`src/rtl/mem_arbiter_if.sv`:
```
// Bundle of the instruction-fetch port, the load/store port and the shared memory port.
// The arbiter takes the slave view; the core and memory environment take the master view.
interface mem_arbiter_if;
    logic        i_req;
    logic [31:0] i_addr;
    logic        i_gnt;
    logic        i_rvalid;
    logic [31:0] i_rdata;

    logic        d_req;
    logic        d_we;
    logic [3:0]  d_be;
    logic [31:0] d_addr;
    logic [31:0] d_wdata;
    logic        d_gnt;
    logic        d_rvalid;
    logic [31:0] d_rdata;

    logic        mem_req;
    logic        mem_we;
    logic [3:0]  mem_be;
    logic [31:0] mem_addr;
    logic [31:0] mem_wdata;
    logic        mem_gnt;
    logic        mem_rvalid;
    logic [31:0] mem_rdata;

    modport slave (
        input  i_req, i_addr, d_req, d_we, d_be, d_addr, d_wdata,
        input  mem_gnt, mem_rvalid, mem_rdata,
        output i_gnt, i_rvalid, i_rdata, d_gnt, d_rvalid, d_rdata,
        output mem_req, mem_we, mem_be, mem_addr, mem_wdata
    );

    modport master (
        output i_req, i_addr, d_req, d_we, d_be, d_addr, d_wdata,
        output mem_gnt, mem_rvalid, mem_rdata,
        input  i_gnt, i_rvalid, i_rdata, d_gnt, d_rvalid, d_rdata,
        input  mem_req, mem_we, mem_be, mem_addr, mem_wdata
    );
endinterface

```
`src/rtl/mem_arbiter.sv`:
```
// Two-port (fetch / load-store) arbiter onto a single-outstanding memory port.
// Data has priority, bounded by a starvation counter that eventually forces a fetch.
module mem_arbiter #(
    parameter int STARVE_LIMIT = 4
) (
    input logic          clk,
    input logic          resetn,
    mem_arbiter_if.slave bus
);
    localparam int CNT_W = (STARVE_LIMIT < 1) ? 1 : $clog2(STARVE_LIMIT + 1);
    localparam logic [CNT_W-1:0] LIMIT = CNT_W'(STARVE_LIMIT);

    typedef enum logic [1:0] {
        IDLE   = 2'd0,
        WAIT_I = 2'd1,
        WAIT_D = 2'd2
    } state_t;

    state_t           state_q, state_d;
    logic             lock_q, lock_d;
    logic             lock_sel_q, lock_sel_d;
    logic [CNT_W-1:0] cnt_q, cnt_d;
    logic             data_win;
    logic             req;
    logic             i_gnt, d_gnt, i_rvalid, d_rvalid;

    always_ff @(posedge clk or negedge resetn) begin
        if (!resetn) begin
            state_q    <= IDLE;
            lock_q     <= 1'b0;
            lock_sel_q <= 1'b0;
            cnt_q      <= '0;
        end else begin
            state_q    <= state_d;
            lock_q     <= lock_d;
            lock_sel_q <= lock_sel_d;
            cnt_q      <= cnt_d;
        end
    end

    // A presented-but-ungranted request keeps its winner until memory accepts it.
    always_comb begin
        if (lock_q) data_win = lock_sel_q;
        else        data_win = bus.d_req && !(bus.i_req && (cnt_q == LIMIT));
    end

    always_comb begin
        state_d    = state_q;
        lock_d     = lock_q;
        lock_sel_d = lock_sel_q;
        req        = 1'b0;
        i_gnt      = 1'b0;
        d_gnt      = 1'b0;
        i_rvalid   = 1'b0;
        d_rvalid   = 1'b0;
        case (state_q)
            IDLE: begin
                req = bus.i_req | bus.d_req;
                if (req && bus.mem_gnt) begin
                    i_gnt   = !data_win;
                    d_gnt   = data_win;
                    state_d = data_win ? WAIT_D : WAIT_I;
                    lock_d  = 1'b0;
                end else if (req) begin
                    lock_d     = 1'b1;
                    lock_sel_d = data_win;
                end
            end
            WAIT_I: begin
                if (bus.mem_rvalid) begin
                    i_rvalid = 1'b1;
                    state_d  = IDLE;
                end
            end
            WAIT_D: begin
                if (bus.mem_rvalid) begin
                    d_rvalid = 1'b1;
                    state_d  = IDLE;
                end
            end
            default: state_d = IDLE;
        endcase
    end

    always_comb begin
        cnt_d = cnt_q;
        if (!bus.i_req || i_gnt)
            cnt_d = '0;
        else if (d_gnt && (cnt_q != LIMIT))
            cnt_d = cnt_q + CNT_W'(1);
    end

    // Handshake outputs are forced low while reset is held, regardless of inputs.
    assign bus.mem_req   = req & resetn;
    assign bus.i_gnt     = i_gnt & resetn;
    assign bus.d_gnt     = d_gnt & resetn;
    assign bus.i_rvalid  = i_rvalid & resetn;
    assign bus.d_rvalid  = d_rvalid & resetn;

    assign bus.mem_we    = data_win & bus.d_we;
    assign bus.mem_be    = data_win ? bus.d_be    : 4'hF;
    assign bus.mem_addr  = data_win ? bus.d_addr  : bus.i_addr;
    assign bus.mem_wdata = data_win ? bus.d_wdata : 32'h0;

    assign bus.i_rdata   = bus.mem_rdata;
    assign bus.d_rdata   = bus.mem_rdata;
endmodule

```
`src/flat_wrapper.sv`:
```
// flat-port wrapper written by rule: the top's interface ports become plain ports
module mem_arbiter_flat 
#(
    parameter int STARVE_LIMIT = 4
)
  (clk, resetn, bus_i_req, bus_i_addr, bus_d_req, bus_d_we, bus_d_be, bus_d_addr, bus_d_wdata, bus_mem_gnt, bus_mem_rvalid, bus_mem_rdata, bus_i_gnt, bus_i_rvalid, bus_i_rdata, bus_d_gnt, bus_d_rvalid, bus_d_rdata, bus_mem_req, bus_mem_we, bus_mem_be, bus_mem_addr, bus_mem_wdata);
  mem_arbiter_if bus_i ();
  input logic clk;
  input logic resetn;
  input wire logic [$bits(bus_i.i_req)-1:0] bus_i_req;
  input wire logic [$bits(bus_i.i_addr)-1:0] bus_i_addr;
  input wire logic [$bits(bus_i.d_req)-1:0] bus_d_req;
  input wire logic [$bits(bus_i.d_we)-1:0] bus_d_we;
  input wire logic [$bits(bus_i.d_be)-1:0] bus_d_be;
  input wire logic [$bits(bus_i.d_addr)-1:0] bus_d_addr;
  input wire logic [$bits(bus_i.d_wdata)-1:0] bus_d_wdata;
  input wire logic [$bits(bus_i.mem_gnt)-1:0] bus_mem_gnt;
  input wire logic [$bits(bus_i.mem_rvalid)-1:0] bus_mem_rvalid;
  input wire logic [$bits(bus_i.mem_rdata)-1:0] bus_mem_rdata;
  output wire logic [$bits(bus_i.i_gnt)-1:0] bus_i_gnt;
  output wire logic [$bits(bus_i.i_rvalid)-1:0] bus_i_rvalid;
  output wire logic [$bits(bus_i.i_rdata)-1:0] bus_i_rdata;
  output wire logic [$bits(bus_i.d_gnt)-1:0] bus_d_gnt;
  output wire logic [$bits(bus_i.d_rvalid)-1:0] bus_d_rvalid;
  output wire logic [$bits(bus_i.d_rdata)-1:0] bus_d_rdata;
  output wire logic [$bits(bus_i.mem_req)-1:0] bus_mem_req;
  output wire logic [$bits(bus_i.mem_we)-1:0] bus_mem_we;
  output wire logic [$bits(bus_i.mem_be)-1:0] bus_mem_be;
  output wire logic [$bits(bus_i.mem_addr)-1:0] bus_mem_addr;
  output wire logic [$bits(bus_i.mem_wdata)-1:0] bus_mem_wdata;
  assign bus_i.i_req = bus_i_req;
  assign bus_i.i_addr = bus_i_addr;
  assign bus_i.d_req = bus_d_req;
  assign bus_i.d_we = bus_d_we;
  assign bus_i.d_be = bus_d_be;
  assign bus_i.d_addr = bus_d_addr;
  assign bus_i.d_wdata = bus_d_wdata;
  assign bus_i.mem_gnt = bus_mem_gnt;
  assign bus_i.mem_rvalid = bus_mem_rvalid;
  assign bus_i.mem_rdata = bus_mem_rdata;
  assign bus_i_gnt = bus_i.i_gnt;
  assign bus_i_rvalid = bus_i.i_rvalid;
  assign bus_i_rdata = bus_i.i_rdata;
  assign bus_d_gnt = bus_i.d_gnt;
  assign bus_d_rvalid = bus_i.d_rvalid;
  assign bus_d_rdata = bus_i.d_rdata;
  assign bus_mem_req = bus_i.mem_req;
  assign bus_mem_we = bus_i.mem_we;
  assign bus_mem_be = bus_i.mem_be;
  assign bus_mem_addr = bus_i.mem_addr;
  assign bus_mem_wdata = bus_i.mem_wdata;
  mem_arbiter #(.STARVE_LIMIT(STARVE_LIMIT)) u_core (.clk(clk), .resetn(resetn), .bus(bus_i));
endmodule
```
`config.mk`:
```
export PLATFORM = sky130hd
export DESIGN_NAME = mem_arbiter_flat
export DESIGN_NICKNAME = d
export VERILOG_FILES = /design/src/rtl/mem_arbiter_if.sv /design/src/rtl/mem_arbiter.sv /design/src/flat_wrapper.sv
export SDC_FILE = /design/constraint.sdc
export NUM_CORES = 1
export LEC_CHECK = 0
export ABC_AREA = 1
export CELL_PAD_IN_SITES_DETAIL_PLACEMENT = 0
export CELL_PAD_IN_SITES_GLOBAL_PLACEMENT = 2
export CORE_MARGIN = 2
export CORE_UTILIZATION = 10
export CTS_CLUSTER_DIAMETER = 200
export DETAILED_ROUTE_END_ITERATION = 16
export PLACE_DENSITY = 0.95
export SETUP_SLACK_MARGIN = 0.02
export SLEW_MARGIN = 20
export SYNTH_ARGS = -nofsm -noshare
export SYNTH_HDL_FRONTEND = slang
export SYNTH_SLANG_ARGS = --single-unit
```
`constraint.sdc`:
```
create_clock -name clk -period 2.05 [get_ports clk]
set_clock_uncertainty 0.2 [all_clocks]
set_input_delay 0.205 -clock clk [delete_from_list [all_inputs] [get_ports clk]]
set_output_delay 0.205 -clock clk [all_outputs]
set_load 0.01 [all_outputs]
```
==> results.md <==
Run status:
- The final reports fail on setup timing.
- The flow ran to the end, but the final reports show violations.

Clock network:
- The deepest level of the CTS H-tree is 1.
- Buffers inserted during clock tree synthesis total 3.
- Clock latency on the worst-skew pair, taken at its later pin, is 0.23 ns.
- The clock edge transition at the registers on the reported setup and hold paths is about 0.04 ns.
- The master cell of the clock root buffer is clkbuf_16.
- TritonCTS built the clock tree.
- The CTS sink count is 7.
- The clock passes through at most 2 buffers.

Global routing:
- The global routing met2 resource utilization is 0.135.
- For this run, global-route usage on met3 was measured as 0.0289.
- Entering global routing, the biggest net connects 15 pins.
- The busiest metal layer after global routing is met2.
- The number of global-route vias before repair is between 2k and 2.5k.
- For met1 alone, demand over resource in global routing was 0.0790.
- The wire length of the first global-routing pass is 10.8 mm.
- The initial antenna violation count came to 0.
- Global routing finished with a remaining overflow of 0.
- In the global route stage, overall resource usage came out at 0.0743.

Routing:
- Dividing the detail-routed via count by the number of cells gives 3.27.
- The remaining routing DRC violations is 0.
- The total iterations of the first detailed-routing run is 4.
- After detailed routing, the total wire length is 7.43 mm.
- The total number of vias is 2269.
- Dividing the detail-routed wire length by the instance count gives 10.7 um.
- The remaining antenna violation count after routing is 0.
- After the first detailed-routing iteration, the DRC count stood at 17.

STA:
- Setup repair after global routing could not meet its margin everywhere.
- The max-slew violation count is 0.
- The final-report hold violation count was 0.
- Once routing completed, OpenROAD measured the worst setup slack at -0.148 ns.
- Of the available clock period, the critical path in the final layout requires 1.07.
- The worst hold slack after final layout is ~0.09 ns.
- The worst path in the final design needs a cycle of approximately 2.2 ns, including I/O delays and setup.
- For the pin with the worst max-slew slack, the measured transition is ~0.37 ns.
- The highest clock rate is 0.455 GHz.
- Setup violations remaining at the end of the flow were counted as between 40 and 50.
- The headroom to the max-slew limit is 0.751.

Die:
- The floorplan has 47 rows.
- Measured along the x axis, the die boundary spans 135 um.
- The die height is 135 um.
- In this run the standard cell core region covers 16600 um^2.
- The top-level I/O count is 277.
- The initial utilization of the core area, before any placement, comes to 0.102.
- The die footprint is 18100 um^2.

Critical path:
- The capturing element type of the critical path is an output port.
- The worst setup path is launched from a flop.
- The worst setup path is of the reg -> out kind.
- The number of cells on the worst reg-to-reg path is 13.
- The data arrival at the endpoint of the critical path is 1.79 ns.
- The capturing point of the worst reg2reg path is u_core.cnt_q[0]$_DFFE_PN0P_.
- The launching point of the worst reg2reg path is u_core.cnt_q[0]$_DFFE_PN0P_.
- For flop-to-flop paths, the worst setup slack is 0.14 ns.
- The top fanout value on the critical path is 3.
- At the worst endpoint, the required time is around 1.6 ns.

Logic synthesis:
- Counting every net in the synthesized netlist gives 458.
- The synthesis-stage register bit count is 7.
- Summed over all instances, the cell type with the most area after synthesis is buf_4.
- Of the post-synthesis cell area, the dominant cell type holds 0.295.
- The gate count after technology mapping is 314.
- The synthesized netlist occupies a cell area of 1700 um^2.
- After synthesis, the mean cell area works out to 5.43 um^2.
- The share of the Yosys chip area taken by registers is 0.103.
- The number of distinct library cell variants in the gate-level netlist after synthesis is 21.
- Yosys printed 0 warnings.
- Yosys attributes the largest share of cell area to buf_4 30%, nand2_1 24%, nor2_1 11%, inv_1 10%, dfrtp_1 10%.

Placement:
- The number of placed instances, taps included is around 660.
- The count of buffers added on input and output ports is 180.
- The placed instances occupy a cell area of 3460 um^2.
- Once detailed placement completed, the half-perimeter wirelength came to 5.40 mm.
- The placer's final routability congestion estimate is 0.692.

Power:
- Power spread over the standard cell area amounts to 1080 nW/um^2.
- The sum of internal, switching and leakage power is 4.30 mW.
- IR analysis of the VDD net gives a maximum drop of 0.000437 V.
- The leakage power total is approximately 2.1 nW.

Min path:
- The type of the most critical hold path is in -> async.

Final layout:
- The number of diodes added for antenna fixing is 0.
- Counting the fill cells in the layout gives 1863.
- From synthesis to final layout, the design area changed by 135%.
- The final design area excluding fillers is between 4000 and 5000 um^2.
- In the final layout, the share of cells above drive strength 1 is 0.416.
- After the flow finishes, the layout carries non-filler instances totaling 693.
- The count of nets after finishing is 618.

Run:
- The max-capacitance violation count is 0.
-- final cells by class --
class	count	area, um^2	share of cell area
Multi-Input combinational cell	183	1060	0.265
Tap cell	220	275	0.0688
Timing Repair Buffer	230	2220	0.556
Sequential cell	7	175	0.0438
Clock buffer	4	78.8	0.0197
Inverter	49	189	0.0472
-- critical path: stages, from the launching register on --
cell and delay (ns):
dfrtp_1 0.36, inv_2 0.07, ha_4 0.16, nand3_2 0.06, nand2_2 0.06, nand2_4 0.09
inv_6 0.04, buf_6 0.11, buf_6 0.12, buf_16 0.13, or2_1 0.22, buf_2 0.14
-- sequential cells by signal (all words and copies together) (netlist names) --
register           flops
u_core.cnt_q           3
u_core.state_q         2
u_core.lock_q          1
u_core.lock_sel_q      1
-- kinds of logic (layout without fill, tap and decap cells) --
kind of cell	Yosys count	count (layout)	share of synthesized area
buffers and inverters	124	283	0.434
and+or+nand+nor	173	173	0.410
DFF	7	7	0.103
adders and majority gates	5	5	0.0367
AOI/OAI and AO/OA	5	5	0.0161
-- worst max path at each step --
stage / startpoint / to / slack, ns
after CTS: u_core.cnt_q[0]$_DFFE_PN0P_ / bus_i_gnt / -0.18
after global routing: u_core.cnt_q[0]$_DFFE_PN0P_ / bus_mem_addr[17] / -0.24
final: u_core.cnt_q[0]$_DFFE_PN0P_ / bus_mem_be[2] / -0.15
after floorplan: u_core.state_q[0]$_DFFE_PN0P_ / bus_d_gnt / 0.43
after global placement: bus_d_req / bus_mem_wdata[2] / -0.40
after detailed placement: bus_d_req / bus_mem_wdata[2] / -0.38
-- synthesized netlist by cell type (all sizes together) --
cell,n
nand2,112
buf,75
inv,49
nor2,49
dfrtp,7
ha,5
or2,4
nand3,3
o21ai,3
nand4,2
nor3,2
o22ai,2
and2,1
-- layout by cell type (no fill, tap or decap), drive strengths merged --
master         count
nor3               2
dfrtp              7
o21ai              3
nand3              3
inv               49
nand2            112
nor2              49
clkdlybuf4s50    105
nand4              2
ha                 5
or2                4
and2               1
buf              121
o22ai              2
dlygate4sd2        1
dlymetal6s2s       2
clkbuf             4
clkdlybuf4s15      1
-- report_power, final --
| group | total [mW] | switching (mW) | internal [mW] |
|---|---|---|---|
| Clock | 0.332 | 0.0731 | 0.259 |
| Combinational | 3.77 | 1.70 | 2.07 |
| Sequential | 0.203 | 0.0239 | 0.179 |
-- what timing repair did --
item	in CTS	in global routing
setup buffers	21	3
pin swaps	7	11
hold buffers	0	0
resized for setup	360	59
gates cloned	5	0
setup endpoints to repair	72	73
-- stage by stage --
| stage | util | setup WS (ns) | setup TNS (ns) |
|---|---|---|---|
| 2_1_floorplan | - | 0.430 | 0 |
| 3_3_place_gp | 0.208 | -0.404 | -23.20 |
| 3_5_place_dp | 0.208 | -0.379 | -22.70 |
| 4_1_cts | 0.226 | -0.184 | -4.20 |
| 5_1_grt | 0.240 | -0.242 | -8.03 |
| 6_report | 0.240 | -0.148 | -3.31 |
-- routing by layer --
layer / part of all wire / vias up
li1: - / 1159
met1: 0.36 / 953
met2: 0.48 / 138
met3: 0.13 / 19
met4: 0.030 / 0
met5: 0 / -
No activity file was read; power rests on OpenSTA's default activity.
